[src/rtl/scan_frame_scheduler.sv]
// Frequency-count scan sequencer: per channel clear, gate, latch, then a 4-byte UART frame.
// Optional channel masking is enabled by defining SCAN_MASK_EN.
module scan_frame_scheduler #(
  parameter int NUM_CH = 16,
  parameter int GATE_TICKS = 2400,
  parameter int CNT_W = 8,
  parameter logic [7:0] HDR_BYTE = 8'hA5,
  localparam int CH_W = (NUM_CH > 1) ? $clog2(NUM_CH) : 1
) (
  input  logic             clk_in,
  input  logic             reset,
  input  logic             tick_9600,
  input  logic             enable,
`ifdef SCAN_MASK_EN
  input  logic [NUM_CH-1:0] ch_mask,
`endif
  output logic [CH_W-1:0]  ch_sel,
  output logic             cnt_clear,
  output logic             gate,
  input  logic [CNT_W-1:0] cnt_value,
  output logic [7:0]       tx_data,
  output logic             tx_valid,
  input  logic             tx_ready,
  output logic             frame_start,
  output logic             scan_done,
  output logic             busy
);

  localparam int GW = $clog2(GATE_TICKS + 1);
  localparam logic [GW-1:0] GATE_LAST = GW'(GATE_TICKS - 1);
  localparam logic [CH_W-1:0] CH_LAST = CH_W'(NUM_CH - 1);

  typedef enum logic [3:0] {
    IDLE, CLEAR, GATE, LATCH, TX_HDR, TX_CH, TX_CNT, TX_SUM, ADVANCE
  } state_t;

  state_t          state, state_nx;
  logic [CH_W-1:0] ch_nx;
  logic [GW-1:0]   gate_cnt;
  logic [CNT_W-1:0] cnt_q;
  logic            hdr_first;
  logic [7:0]      ch_byte, cnt_byte, sum_byte;

  // Zero-extend narrow values, keep the low byte of wide ones
  function automatic logic [7:0] cnt_to_byte(input logic [CNT_W-1:0] v);
    logic [CNT_W+7:0] ext;
    ext = {8'd0, v};
    return ext[7:0];
  endfunction

  function automatic logic [7:0] ch_to_byte(input logic [CH_W-1:0] v);
    logic [CH_W+7:0] ext;
    ext = {8'd0, v};
    return ext[7:0];
  endfunction

  assign ch_byte  = ch_to_byte(ch_sel);
  assign cnt_byte = cnt_to_byte(cnt_q);
  assign sum_byte = HDR_BYTE ^ ch_byte ^ cnt_byte;

`ifdef SCAN_MASK_EN
  logic [CH_W-1:0] srch_ch, cand;
  logic            srch_wrap, srch_found;

  // Next enabled channel after ch_sel, searching with wrap; wrap flags passing NUM_CH-1
  always_comb begin
    srch_ch    = ch_sel;
    srch_wrap  = 1'b0;
    srch_found = 1'b0;
    cand       = '0;
    for (int i = 1; i <= NUM_CH; i++) begin
      cand = CH_W'((int'(ch_sel) + i) % NUM_CH);
      if (!srch_found && ch_mask[cand]) begin
        srch_found = 1'b1;
        srch_ch    = cand;
        srch_wrap  = (int'(ch_sel) + i) >= NUM_CH;
      end
    end
  end
`endif

  always_comb begin
    state_nx    = state;
    ch_nx       = ch_sel;
    cnt_clear   = 1'b0;
    gate        = 1'b0;
    tx_valid    = 1'b0;
    tx_data     = 8'd0;
    frame_start = 1'b0;
    scan_done   = 1'b0;
    busy        = (state != IDLE);
    case (state)
      IDLE: begin
`ifdef SCAN_MASK_EN
        if (enable && (|ch_mask)) begin
          state_nx = CLEAR;
          if (!ch_mask[ch_sel]) ch_nx = srch_ch;
        end
`else
        if (enable) state_nx = CLEAR;
`endif
      end
      CLEAR: begin
        cnt_clear = 1'b1;
        state_nx  = GATE;
      end
      GATE: begin
        gate = 1'b1;
        if (tick_9600 && gate_cnt >= GATE_LAST) state_nx = LATCH;
      end
      LATCH: state_nx = TX_HDR;
      TX_HDR: begin
        tx_valid    = 1'b1;
        tx_data     = HDR_BYTE;
        frame_start = hdr_first;
        if (tx_ready) state_nx = TX_CH;
      end
      TX_CH: begin
        tx_valid = 1'b1;
        tx_data  = ch_byte;
        if (tx_ready) state_nx = TX_CNT;
      end
      TX_CNT: begin
        tx_valid = 1'b1;
        tx_data  = cnt_byte;
        if (tx_ready) state_nx = TX_SUM;
      end
      TX_SUM: begin
        tx_valid = 1'b1;
        tx_data  = sum_byte;
        if (tx_ready) state_nx = ADVANCE;
      end
      ADVANCE: begin
`ifdef SCAN_MASK_EN
        if (|ch_mask) begin
          ch_nx     = srch_ch;
          scan_done = srch_wrap;
          state_nx  = enable ? CLEAR : IDLE;
        end else begin
          state_nx = IDLE;
        end
`else
        ch_nx     = (ch_sel == CH_LAST) ? '0 : ch_sel + CH_W'(1);
        scan_done = (ch_sel == CH_LAST);
        state_nx  = enable ? CLEAR : IDLE;
`endif
      end
      default: state_nx = IDLE;
    endcase
  end

  always_ff @(posedge clk_in or negedge reset) begin
    if (!reset) begin
      state     <= IDLE;
      ch_sel    <= '0;
      gate_cnt  <= '0;
      cnt_q     <= '0;
      hdr_first <= 1'b0;
    end else begin
      state     <= state_nx;
      ch_sel    <= ch_nx;
      hdr_first <= (state == LATCH);
      if (state == CLEAR) gate_cnt <= '0;
      else if (state == GATE && tick_9600) gate_cnt <= gate_cnt + GW'(1);
      if (state == LATCH) cnt_q <= cnt_value;
    end
  end

endmodule
[config.mk]
export PLATFORM = sky130hd
export DESIGN_NAME = scan_frame_scheduler
export DESIGN_NICKNAME = d
export VERILOG_FILES = /design/src/rtl/scan_frame_scheduler.sv
export SDC_FILE = /design/constraint.sdc
export NUM_CORES = 1
export LEC_CHECK = 0
export ABC_AREA = 1
export CORE_MARGIN = 4
export CORE_UTILIZATION = 29
export CTS_CLUSTER_SIZE = 28
export DETAILED_ROUTE_END_ITERATION = 10
export GPL_TIMING_DRIVEN = 0
export PLACE_DENSITY = 0.49
export SKIP_CTS_REPAIR_TIMING = 1
export SLEW_MARGIN = 10
export SYNTH_ARGS = -nofsm -noshare
export SYNTH_HDL_FRONTEND = slang
export SYNTH_SLANG_ARGS = --single-unit
[constraint.sdc]
create_clock -name clk_in -period 2.4 [get_ports clk_in]
set_input_delay 0.24 -clock clk_in [delete_from_list [all_inputs] [get_ports clk_in]]
set_output_delay 0.24 -clock clk_in [all_outputs]
set_load 0.01 [all_outputs]
==> reports/results.tsv <==
stage	metric	value	unit
outcome	outcome	finished with violations	
outcome	violations	hold timing	
cts	clockBufferDepth	2	
worst_hold_path	min_path_type	in2async	
setup_path	cp_max_fo	8	
setup_path	worstPathCellList	inv_1 > nand2_2 > clkinv_1 > nand2_1 > o211ai_1 > clkdlybuf4s50_1	
synth	syn_area	1679	sq um
floorplanning	die_x	84.09	um
power_and_ir_drop	p_leak	1.032	nW
drt	firstDrtPassIters	4	
power_and_ir_drop	p_comb_frac	0.468	
synth	ys_warn_count	0	
synth	synth-seq-cells	29	
global_route	grt_pass1_wl	7376	um
global_route	grt_overflow_total	0	
synth	avgSynthCellArea	7.269	sq um
synth	async_reset_ff_frac	1.000	
synth	synth-seq-area-share	0.4322	
timing	slew_headroom	0.5414	
power_and_ir_drop	cellPowerDensity	1031	nW/um^2
power_and_ir_drop	power.share.clock	0.187	
drt	ant_nets	0	
final_layout	final_cell_mix	nand2_1 (68), inv_1 (30), clkdlybuf4s50_1 (29)	
final_layout	postLayoutCoreUtil	0.3861	
global_route	antenna_found_initial	0	
cts	clk_latency	0.28	ns
timing	slew_violations	0	
global_route	grt_max_degree	30	
cts	cts_made_buffers	5	
global_route	grt_pass1_vias	1554	
setup_path	crit_type	reg2out	
cts	cts-root-buf	clkbuf_8	
final_layout	nets	283	
timing	fmax	0.4445	GHz
setup_path	cp_slowest_cell	clkdlybuf4s50_1	
timing	setup-tns-final	0	ns
setup_path	cp.arrival	2.01	ns
power_and_ir_drop	sequentialPowerShare	0.345	
final_layout	syn2layout_area_growth	28.17	%
timing	holdWs	-0.001478	ns
final_layout	final.fill_count	609	
drt	drcViolationCount	0	
floorplanning	dieHeight	84.09	um
run	cap_violations	0	
synth	syn-num-nets	246	
timing	rsz0062_at_grt	true	
floorplanning	ioPinCount	31	
timing	post-route-min-period	2.250	ns
cts	cts.sinks	29	
final_layout	drive_gt1_frac	0.08955	
drt	wl_per_cell	12.23	um
floorplanning	rows	27	
setup_path	required	2.16	ns
drt	drt-initial-drc-count	85	
power_and_ir_drop	p_int	1.291	mW
global_route	gr-usage-all-layers	0.1310	
final_layout	seqCellArea	726.9	sq um
synth	synth_cells	231	
place	io_buffers	30	
drt	wirelength	4157	um
timing	worst_pin_slew	0.6880	ns
power_and_ir_drop	p_sw_frac	0.4180	
power_and_ir_drop	ir_drop	414.5	uV
final_layout	layout.cells.non_filler	340	
floorplanning	coreArea	5574	sq um
timing	finalHoldViolCount	4	
power_and_ir_drop	power_switching	0.9274	mW
cts	cts_tree	built	
final_layout	mostFrequentLayoutCell	nand2_1	
cts	htree_levels	2	
setup_path	worstSetupEndpointType	output port	
timing	fin_crit_sh	0.9373	
drt	via_per_inst	4.538	
floorplanning	start_util	0.3012	
timing	finClkSkew	0.004439	ns
final_layout	multi_input_area	817.0	sq um
floorplanning	dieArea	7071	sq um
timing	finalSetupViolCount	0	
synth	synthFlopType	dfrtp_1	
final_layout	diodes	0	
setup_path	r2r_setup_slack	0.89	ns
synth	synth_edf_count	0	
setup_path	cpPeakStageDelay	0.57	ns
place	dpl.cell_count	333	
cts	cts.clk_slew.worst_paths	0.06	ns
setup_path	start_kind	flop	
synth	synth_cell_types	27	
drt	num_vias	1543	
place	place.gp.congestion	0.7875	
place	dp_hpwl	3119	um
==> metrics by stage <==
stage / setup slack, ns / area [sq um] / power (mW) / hold WS, ns
after floorplan: 1.028 / 1679 / 1.391 / -0.05559
after global placement: 0.4390 / 2069 / 1.821 / 0.4531
after detailed placement: 0.4314 / 2064 / 1.827 / 0.3356
after CTS: 0.1055 / 2151 / 2.259 / 0.02810
after global routing: -0.006068 / 2152 / 2.447 / 0.05841
final: 0.1505 / 2152 / 2.219 / -0.001478
==> cell usage after synthesis, types with 2 or more instances <==
master    number  area (sq um)
inv_1         30         112.6
nand4_1        4         25.02
nor2_1        23         86.33
ha_1           2         25.02
nand2_4        2         22.52
o211ai_1       3         22.52
o21ai_1        2         10.01
o21ai_0       14         70.07
nand3_1       19         95.09
a21oi_1       10         50.05
buf_2          2         10.01
nor3_1         4         20.02
dfrtp_1       29         725.7
nand2_1       68         255.2
nor2_2         3         18.77
nand2_2        2         12.51
or2_2          2         12.51
xnor2_1        2         17.52
nor2_4         2         22.52
==> worst paths after layout <==
kind                                          from  cells past startpoint                       to
hold / removal                               reset                      1    ch_sel[3]$_DFFE_PN0P_
min in group clk_in        cnt_byte[2]$_DFFE_PN0P_                      2  cnt_byte[2]$_DFFE_PN0P_
max in group asynchronous                    reset                      1     state[0]$_DFFE_PN0P_
setup / recovery              state[3]$_DFFE_PN0P_                      6               tx_data[0]
setup reg to reg              state[1]$_DFFE_PN0P_                      9  gate_cnt[8]$_DFFE_PN0P_
hold reg to reg            cnt_byte[2]$_DFFE_PN0P_                      2  cnt_byte[2]$_DFFE_PN0P_
==> registers in the layout (all words and copies together) (netlist names) <==
register / cells
ch_sel: 4
cnt_byte: 8
gate_cnt: 12
hdr_first: 1
state: 4
==> kinds of logic (layout without fill, tap and decap cells) <==
family | Yosys count | after routing | synth area share
AND/OR/NAND/NOR | 131 | 131 | 0.3562
buffers and inverters | 35 | 72 | 0.08122
AO/OA/AOI/OAI | 31 | 31 | 0.09986
flip-flops | 29 | 29 | 0.4322
XOR/XNOR | 3 | 3 | 0.01565
adder cells (fa/ha/maj) | 2 | 2 | 0.01490
==> power groups by stage <==
stage               combinational, mW  clock [mW]  sequential, mW
CTS                              1.06       0.434           0.764
global route                     1.20       0.457           0.785
global placement                 1.05           0           0.770
finish                           1.04       0.414           0.766
floorplan                       0.651           0           0.740
detailed placement               1.05           0           0.773
==> area by class of cell <==
cell class	instances	share of cell area
clock buffer	7	0.04012
inverter	33	0.05872
multi-input combinational	167	0.3797
timing repair buffer	30	0.1372
tap	72	0.04186
buffer	2	0.004651
sequential	29	0.3378
==> critical path: cells and delay by family, from the launching register on <==
| kind | cells | cell delay (ns) |
|---|---|---|
| buffers and inverters | 3 | 0.83 |
| and+or+nand+nor | 2 | 0.25 |
| DFF | 1 | 0.42 |
| AOI/OAI and AO/OA | 1 | 0.22 |
==> per-layer routing <==
metal	routed length, um	track usage
met4	72	0.04825
met1	2077	0.1753
met5	0	0
met3	177	0.03554
met2	1830	0.2009
Power figures use the tool's default switching activity.
